### config.mk
export PLATFORM = sky130hd
export DESIGN_NAME = sb_arbiter
export DESIGN_NICKNAME = d
export VERILOG_FILES = /design/src/rtl/sb_pkg.sv /design/src/rtl/sb_rr_picker.sv /design/src/rtl/sb_arbiter.sv
export SDC_FILE = /design/constraint.sdc
export NUM_CORES = 1
export LEC_CHECK = 0
export CAP_MARGIN = 20
export CORE_MARGIN = 2
export CORE_UTILIZATION = 39
export CTS_BUF_LIST = sky130_fd_sc_hd__clkbuf_8
export CTS_CLUSTER_SIZE = 8
export DETAILED_ROUTE_END_ITERATION = 10
export GPL_ROUTABILITY_DRIVEN = 1
export PLACE_DENSITY_LB_ADDON = 0.15
export SLEW_MARGIN = 20
export SYNTH_ARGS = -nofsm -noshare
export SYNTH_HDL_FRONTEND = slang
export SYNTH_SLANG_ARGS = --single-unit
### constraint.sdc
create_clock -name sb_clock_i -period 2.2 [get_ports sb_clock_i]
set_input_delay 0.22 -clock sb_clock_i [delete_from_list [all_inputs] [get_ports sb_clock_i]]
set_output_delay 0.22 -clock sb_clock_i [all_outputs]
set_load 0.05 [all_outputs]
### src/rtl/sb_pkg.sv
// Shared definitions for the system bus (sb_*) arbitration logic: the
// arbiter state encoding, default watchdog limits and bus geometry.
package sb_pkg;

    typedef enum logic [2:0] {
        IDLE,
        GRANT,
        WAIT_BEGIN,
        BUSY,
        ABORT
    } sb_state_e;

    // Default watchdog limits, in bus clock cycles
    localparam int SB_BEGIN_TIMEOUT = 15;
    localparam int SB_XFER_TIMEOUT  = 1023;

    // Bus geometry shared by masters and slaves
    localparam int SB_ADDR_WIDTH = 32;
    localparam int SB_DATA_WIDTH = 32;
    localparam int SB_BURST_SIZE = 8;

endpackage

### src/rtl/sb_rr_picker.sv
// Combinational round-robin picker. The search starts one position above
// the previous winner and wraps, so the previous winner is considered last.
// Kept generic so the interrupt arbiter can reuse it.
module sb_rr_picker
    import sb_pkg::*;
#(
    parameter int NUM_MASTERS = 4,
    localparam int IW = $clog2(NUM_MASTERS)
) (
    input  logic [NUM_MASTERS-1:0] request,
    input  logic [IW-1:0]          last_winner,
    output logic                   valid,
    output logic [NUM_MASTERS-1:0] onehot,
    output logic [IW-1:0]          index
);

    // Walk the request vector from last_winner+1 upward with wrap-around; first hit wins
    always_comb begin : search
        int pos;
        pos    = 0;
        valid  = 1'b0;
        onehot = '0;
        index  = '0;
        for (int i = 1; i <= NUM_MASTERS; i++) begin
            pos = int'(last_winner) + i;
            if (pos >= NUM_MASTERS) begin
                pos = pos - NUM_MASTERS;
            end
            if (!valid && request[pos[IW-1:0]]) begin
                valid              = 1'b1;
                index              = pos[IW-1:0];
                onehot[pos[IW-1:0]] = 1'b1;
            end
        end
    end

endmodule

### src/rtl/sb_arbiter.sv
// Round-robin arbiter for the shared system bus. Grants the bus with a
// one-cycle pulse, follows the transaction until end_transaction, and runs
// two watchdogs: one revokes a grant that is never used, the other aborts a
// transaction that stalls without the slave signalling busy.
module sb_arbiter
    import sb_pkg::*;
#(
    parameter int NUM_MASTERS   = 4,
    parameter int BEGIN_TIMEOUT = SB_BEGIN_TIMEOUT,
    parameter int XFER_TIMEOUT  = SB_XFER_TIMEOUT,
    localparam int IW = $clog2(NUM_MASTERS)
) (
    input  logic                   sb_clock_i,
    input  logic                   sb_reset_n_i,
    input  logic [NUM_MASTERS-1:0] sb_request_i,
    output logic [NUM_MASTERS-1:0] sb_grant_o,
    input  logic                   sb_begin_transaction_i,
    input  logic                   sb_end_transaction_i,
    input  logic                   sb_data_valid_i,
    input  logic                   sb_busy_i,
    output logic                   sb_end_transaction_o,
    output logic                   sb_error_o,
    output logic [IW-1:0]          bus_owner_o,
    output logic                   bus_active_o
);

    localparam int BW = $clog2(BEGIN_TIMEOUT + 1);
    localparam int SW = $clog2(XFER_TIMEOUT + 1);

    sb_state_e              state;
    sb_state_e              next_state;
    logic [BW-1:0]          begin_cnt;
    logic [BW-1:0]          begin_cnt_next;
    logic [SW-1:0]          stall_cnt;
    logic [SW-1:0]          stall_cnt_next;
    logic [IW-1:0]          owner;
    logic [NUM_MASTERS-1:0] grant;
    logic                   abort_end;
    logic                   abort_error;

    logic                   pick_valid;
    logic [NUM_MASTERS-1:0] pick_onehot;
    logic [IW-1:0]          pick_index;

    // The owner register doubles as the round-robin pointer (last winner)
    sb_rr_picker #(
        .NUM_MASTERS (NUM_MASTERS)
    ) u_picker (
        .request     (sb_request_i),
        .last_winner (owner),
        .valid       (pick_valid),
        .onehot      (pick_onehot),
        .index       (pick_index)
    );

    // Next-state and watchdog counter logic; a counter reaching its limit triggers the exit
    always_comb begin
        next_state     = state;
        begin_cnt_next = begin_cnt;
        stall_cnt_next = stall_cnt;
        case (state)
            IDLE: begin
                if (pick_valid) begin
                    next_state = GRANT;
                end
            end
            GRANT: begin
                next_state     = WAIT_BEGIN;
                begin_cnt_next = '0;
            end
            WAIT_BEGIN: begin
                if (sb_begin_transaction_i) begin
                    next_state     = BUSY;
                    stall_cnt_next = '0;
                end else begin
                    if (begin_cnt != BW'(BEGIN_TIMEOUT)) begin
                        begin_cnt_next = begin_cnt + 1'b1;
                    end
                    if (begin_cnt_next == BW'(BEGIN_TIMEOUT)) begin
                        next_state = IDLE;
                    end
                end
            end
            BUSY: begin
                if (sb_end_transaction_i) begin
                    next_state = IDLE;
                end else begin
                    if (sb_data_valid_i) begin
                        stall_cnt_next = '0;
                    end else if (!sb_busy_i && stall_cnt != SW'(XFER_TIMEOUT)) begin
                        stall_cnt_next = stall_cnt + 1'b1;
                    end
                    if (stall_cnt_next == SW'(XFER_TIMEOUT)) begin
                        next_state = ABORT;
                    end
                end
            end
            ABORT: begin
                next_state = IDLE;
            end
            default: begin
                next_state = IDLE;
            end
        endcase
    end

    // State, counters and registered outputs; reset drops everything without signalling the bus
    always_ff @(posedge sb_clock_i) begin
        if (!sb_reset_n_i) begin
            state       <= IDLE;
            begin_cnt   <= '0;
            stall_cnt   <= '0;
            owner       <= '0;
            grant       <= '0;
            abort_end   <= 1'b0;
            abort_error <= 1'b0;
        end else begin
            state       <= next_state;
            begin_cnt   <= begin_cnt_next;
            stall_cnt   <= stall_cnt_next;
            grant       <= (state == IDLE && pick_valid) ? pick_onehot : '0;
            abort_end   <= (next_state == ABORT);
            abort_error <= (next_state == ABORT);
            if (state == IDLE && pick_valid) begin
                owner <= pick_index;
            end
        end
    end

    assign sb_grant_o           = grant;
    assign bus_owner_o          = owner;
    assign sb_end_transaction_o = abort_end;
    assign sb_error_o           = abort_error;
    assign bus_active_o         = (state != IDLE);

endmodule

==> qor.yml <==
critical_path.startpoint_type: "flip-flop"
placed_area_um2: 2086
reg2reg_to: "state[0]"
postSynthAreaPerCell_um2: 8.210
hold_class: "flip-flop to flip-flop"
ys.flop_type: "dfxtp_1"
drc: 0
cts_made_buffers: 3
yosys.area_share.simple_pct: 26.82
synth_nets: 232
grt_pass1_wl_mm: 6.893
cts_tree: "yes"
syn2layout_area_growth_pct: 23.00
clock-skew-final_ps: 2.244
synth_edf_count: 0
timing.rr.start: "stall_cnt[1]"
endpoint_kind: "primary output"
synth_top_family_by_area: "simple AND/OR/NAND/NOR gates"
die_y_um: 70.80
postSynthCellCount: 212
async_flop_share_pct: 0
layout.nets: 266
crit_arrival_ps: 1840
slew_viol_final: 0
yosys_warnings: 0
worstPathMaxFanout: 6
grt_setup_unrepaired: "no"
required_ps: 1980
chipWidth_um: 70.80
hold_viol: 0
die_area_um2: 5013
synth_area_um2: 1740
io_buffers: 18
layout-drive-gt1-share_pct: 17.14
finish.instance_area_um2: 2141
worstMarginPinSlew_ps: 500.8
coreArea_um2: 4324
drt_iter0_drc: 119
synthAdderAreaFrac_pct: 7.189
ant_nets: 0
grt_overflow: 0
viasPerCell: 5.552
ios: 19
ys_seq_area_share_pct: 27.61
routedWlPerCell_um: 12.92
place.gp.congestion: 0.7886
clock.fmax_mhz: 485.0
clock_path_buffers: 2
clk_latency_ps: 260
reg2reg_slack_ps: 150
initial_utilization_pct: 40.25
synth_compound_area_share_pct: 26.10
grt_max_degree: 14
route.vias.total: 1649
worst-setup-path-type: "flip-flop to primary output"
ys_seq_elements: 24
grt_pass1_vias: 1535
crit_start: "state[1]"
yosysUniqueCellTypes: 56
grt_usage_pct: 16.48
synth_mux_area_share_pct: 6.183
clockRootBuffer: "clkbuf_8"
fin_crit_ps: 2062
drt-total-wl_mm: 3.838
antenna_found_initial: 0
endpoint: "bus_active_o"
status: "finished clean"
path_clk_slew_ps: 80
fin_crit_sh_pct: 93.72
synth-xor-area-share_pct: 1.006
timing.setup.tns_ps: 0
slew_headroom_pct: 66.51
drt_first_pass_iters: 5
dp_hpwl_mm: 2.967
htree_levels: 1
diodes: 0
cts.sinks: 24
setup-violations-final: 0
reg2reg_depth: 7
ir_drop_uv: 395.4
powerDensity_nw_per_um2: 807.3
leakage_nw: 0.7743
row_count: 24
cap_violations: 0
[Yosys cell counts, types with 3 or more instances]
library cell | instances | share of area (%)
a211oi_1 | 3 | 1.3
nand4b_1 | 3 | 1.5
nor3b_1 | 3 | 1.3
nand3_1 | 6 | 1.7
nand2_1 | 16 | 3.5
o21ai_0 | 25 | 7.2
a31oi_1 | 5 | 1.8
ha_1 | 10 | 7.2
a21oi_1 | 10 | 2.9
nand3b_1 | 3 | 1.3
nor2_1 | 13 | 2.8
nor2b_1 | 8 | 2.9
dfxtp_1 | 24 | 28
nor3_1 | 6 | 1.7
mux2i_1 | 4 | 2.3
clkbuf_1 | 4 | 0.86
inv_1 | 7 | 1.5
a22oi_1 | 8 | 3.5
[report_power, final]
group	total, mW	switching, mW	internal, mW
clock network	0.263	0.139	0.125
registers	0.533	0.0475	0.486
logic	0.932	0.522	0.410
[final cells by class]
cell class,count,area (um^2)
clock buffer,3,41.29
clock inverter,1,3.754
fill,458,2183
inverter,7,26.28
multi-input combinational,171,1181
sequential,24,485.5
tap,52,65.06
timing repair buffer,39,337.8
[flip-flops by register name, indices dropped and copies added (netlist names)]
| register | count |
|---|---|
| state | 3 |
| begin_cnt | 4 |
| stall_cnt | 10 |
| bus_owner_o | 2 |
| sb_error_o | 1 |
| sb_grant_o | 4 |
[layer usage]
layer / vias to the layer above / track usage, % / wire length, um
li1: 854 / - / -
met1: 762 / 23.34 / 2031
met2: 31 / 26.17 / 1671
met3: 2 / 2.279 / 108
met4: 0 / 4.822 / 27
met5: - / 0 / 0
[cell usage in the layout, fill, tap and decap left out, drive strengths merged, types with 3 or more instances in the layout]
| master | n |
|---|---|
| a211oi | 4 |
| a21oi | 10 |
| ha | 10 |
| o21ai | 27 |
| nor3b | 3 |
| buf | 21 |
| a31oi | 5 |
| a22oi | 8 |
| nand4b | 3 |
| nand3 | 6 |
| inv | 8 |
| nand3b | 3 |
| nor2b | 8 |
| nor3 | 6 |
| and3 | 3 |
| mux2i | 4 |
| nor2 | 13 |
| nand2 | 16 |
| clkdlybuf4s50 | 18 |
| dfxtp | 24 |
| clkbuf | 3 |
| and2 | 4 |
[worst min-delay path by stage]
stage	start	end	slack, ps	depth (start not counted)
6_report	stall_cnt[6]	stall_cnt[6]	540	2
5_1_grt	stall_cnt[6]	stall_cnt[6]	590	2
4_1_cts	stall_cnt[6]	stall_cnt[6]	530	2
3_5_place_dp	stall_cnt[6]	stall_cnt[6]	520	2
3_3_place_gp	stall_cnt[6]	stall_cnt[6]	520	2
2_1_floorplan	sb_reset_n_i	begin_cnt[3]	330	2
[per-stage QoR]
stage	instances	setup WS (ps)	utilization, %	power (mW)	hold WS, ps
floorplan	212	5.813	-	1.180	333.8
global placement	293	29.41	48.24	1.462	517.2
detailed placement	293	41.19	48.24	1.461	522.1
CTS	297	99.33	49.28	1.725	530.7
global route	297	5.347	49.51	1.864	586.7
finish	297	138.1	49.51	1.728	537.3
[cells by family after synthesis]
family	Yosys count
AND/OR/NAND/NOR	81
multiplexers	8
flip-flops	24
buffers and inverters	17
AO/OA/AOI/OAI	70
adder cells (fa/ha/maj)	10
XOR/XNOR	2
[critical path: stages, from the launching register on]
cell and delay, ps:
dfxtp_1 370, nor3_1 350, inv_1 130, clkdlybuf4s50_1 720
[repair_timing]
| action | 4_1_cts | 5_1_grt |
|---|---|---|
| setup endpoints to repair | 0 | 4 |
| hold buffers | 0 | 0 |
| setup buffers | 0 | 0 |
| gates resized for setup | 0 | 2 |
Note: power is estimated with default switching activity, not from simulation.
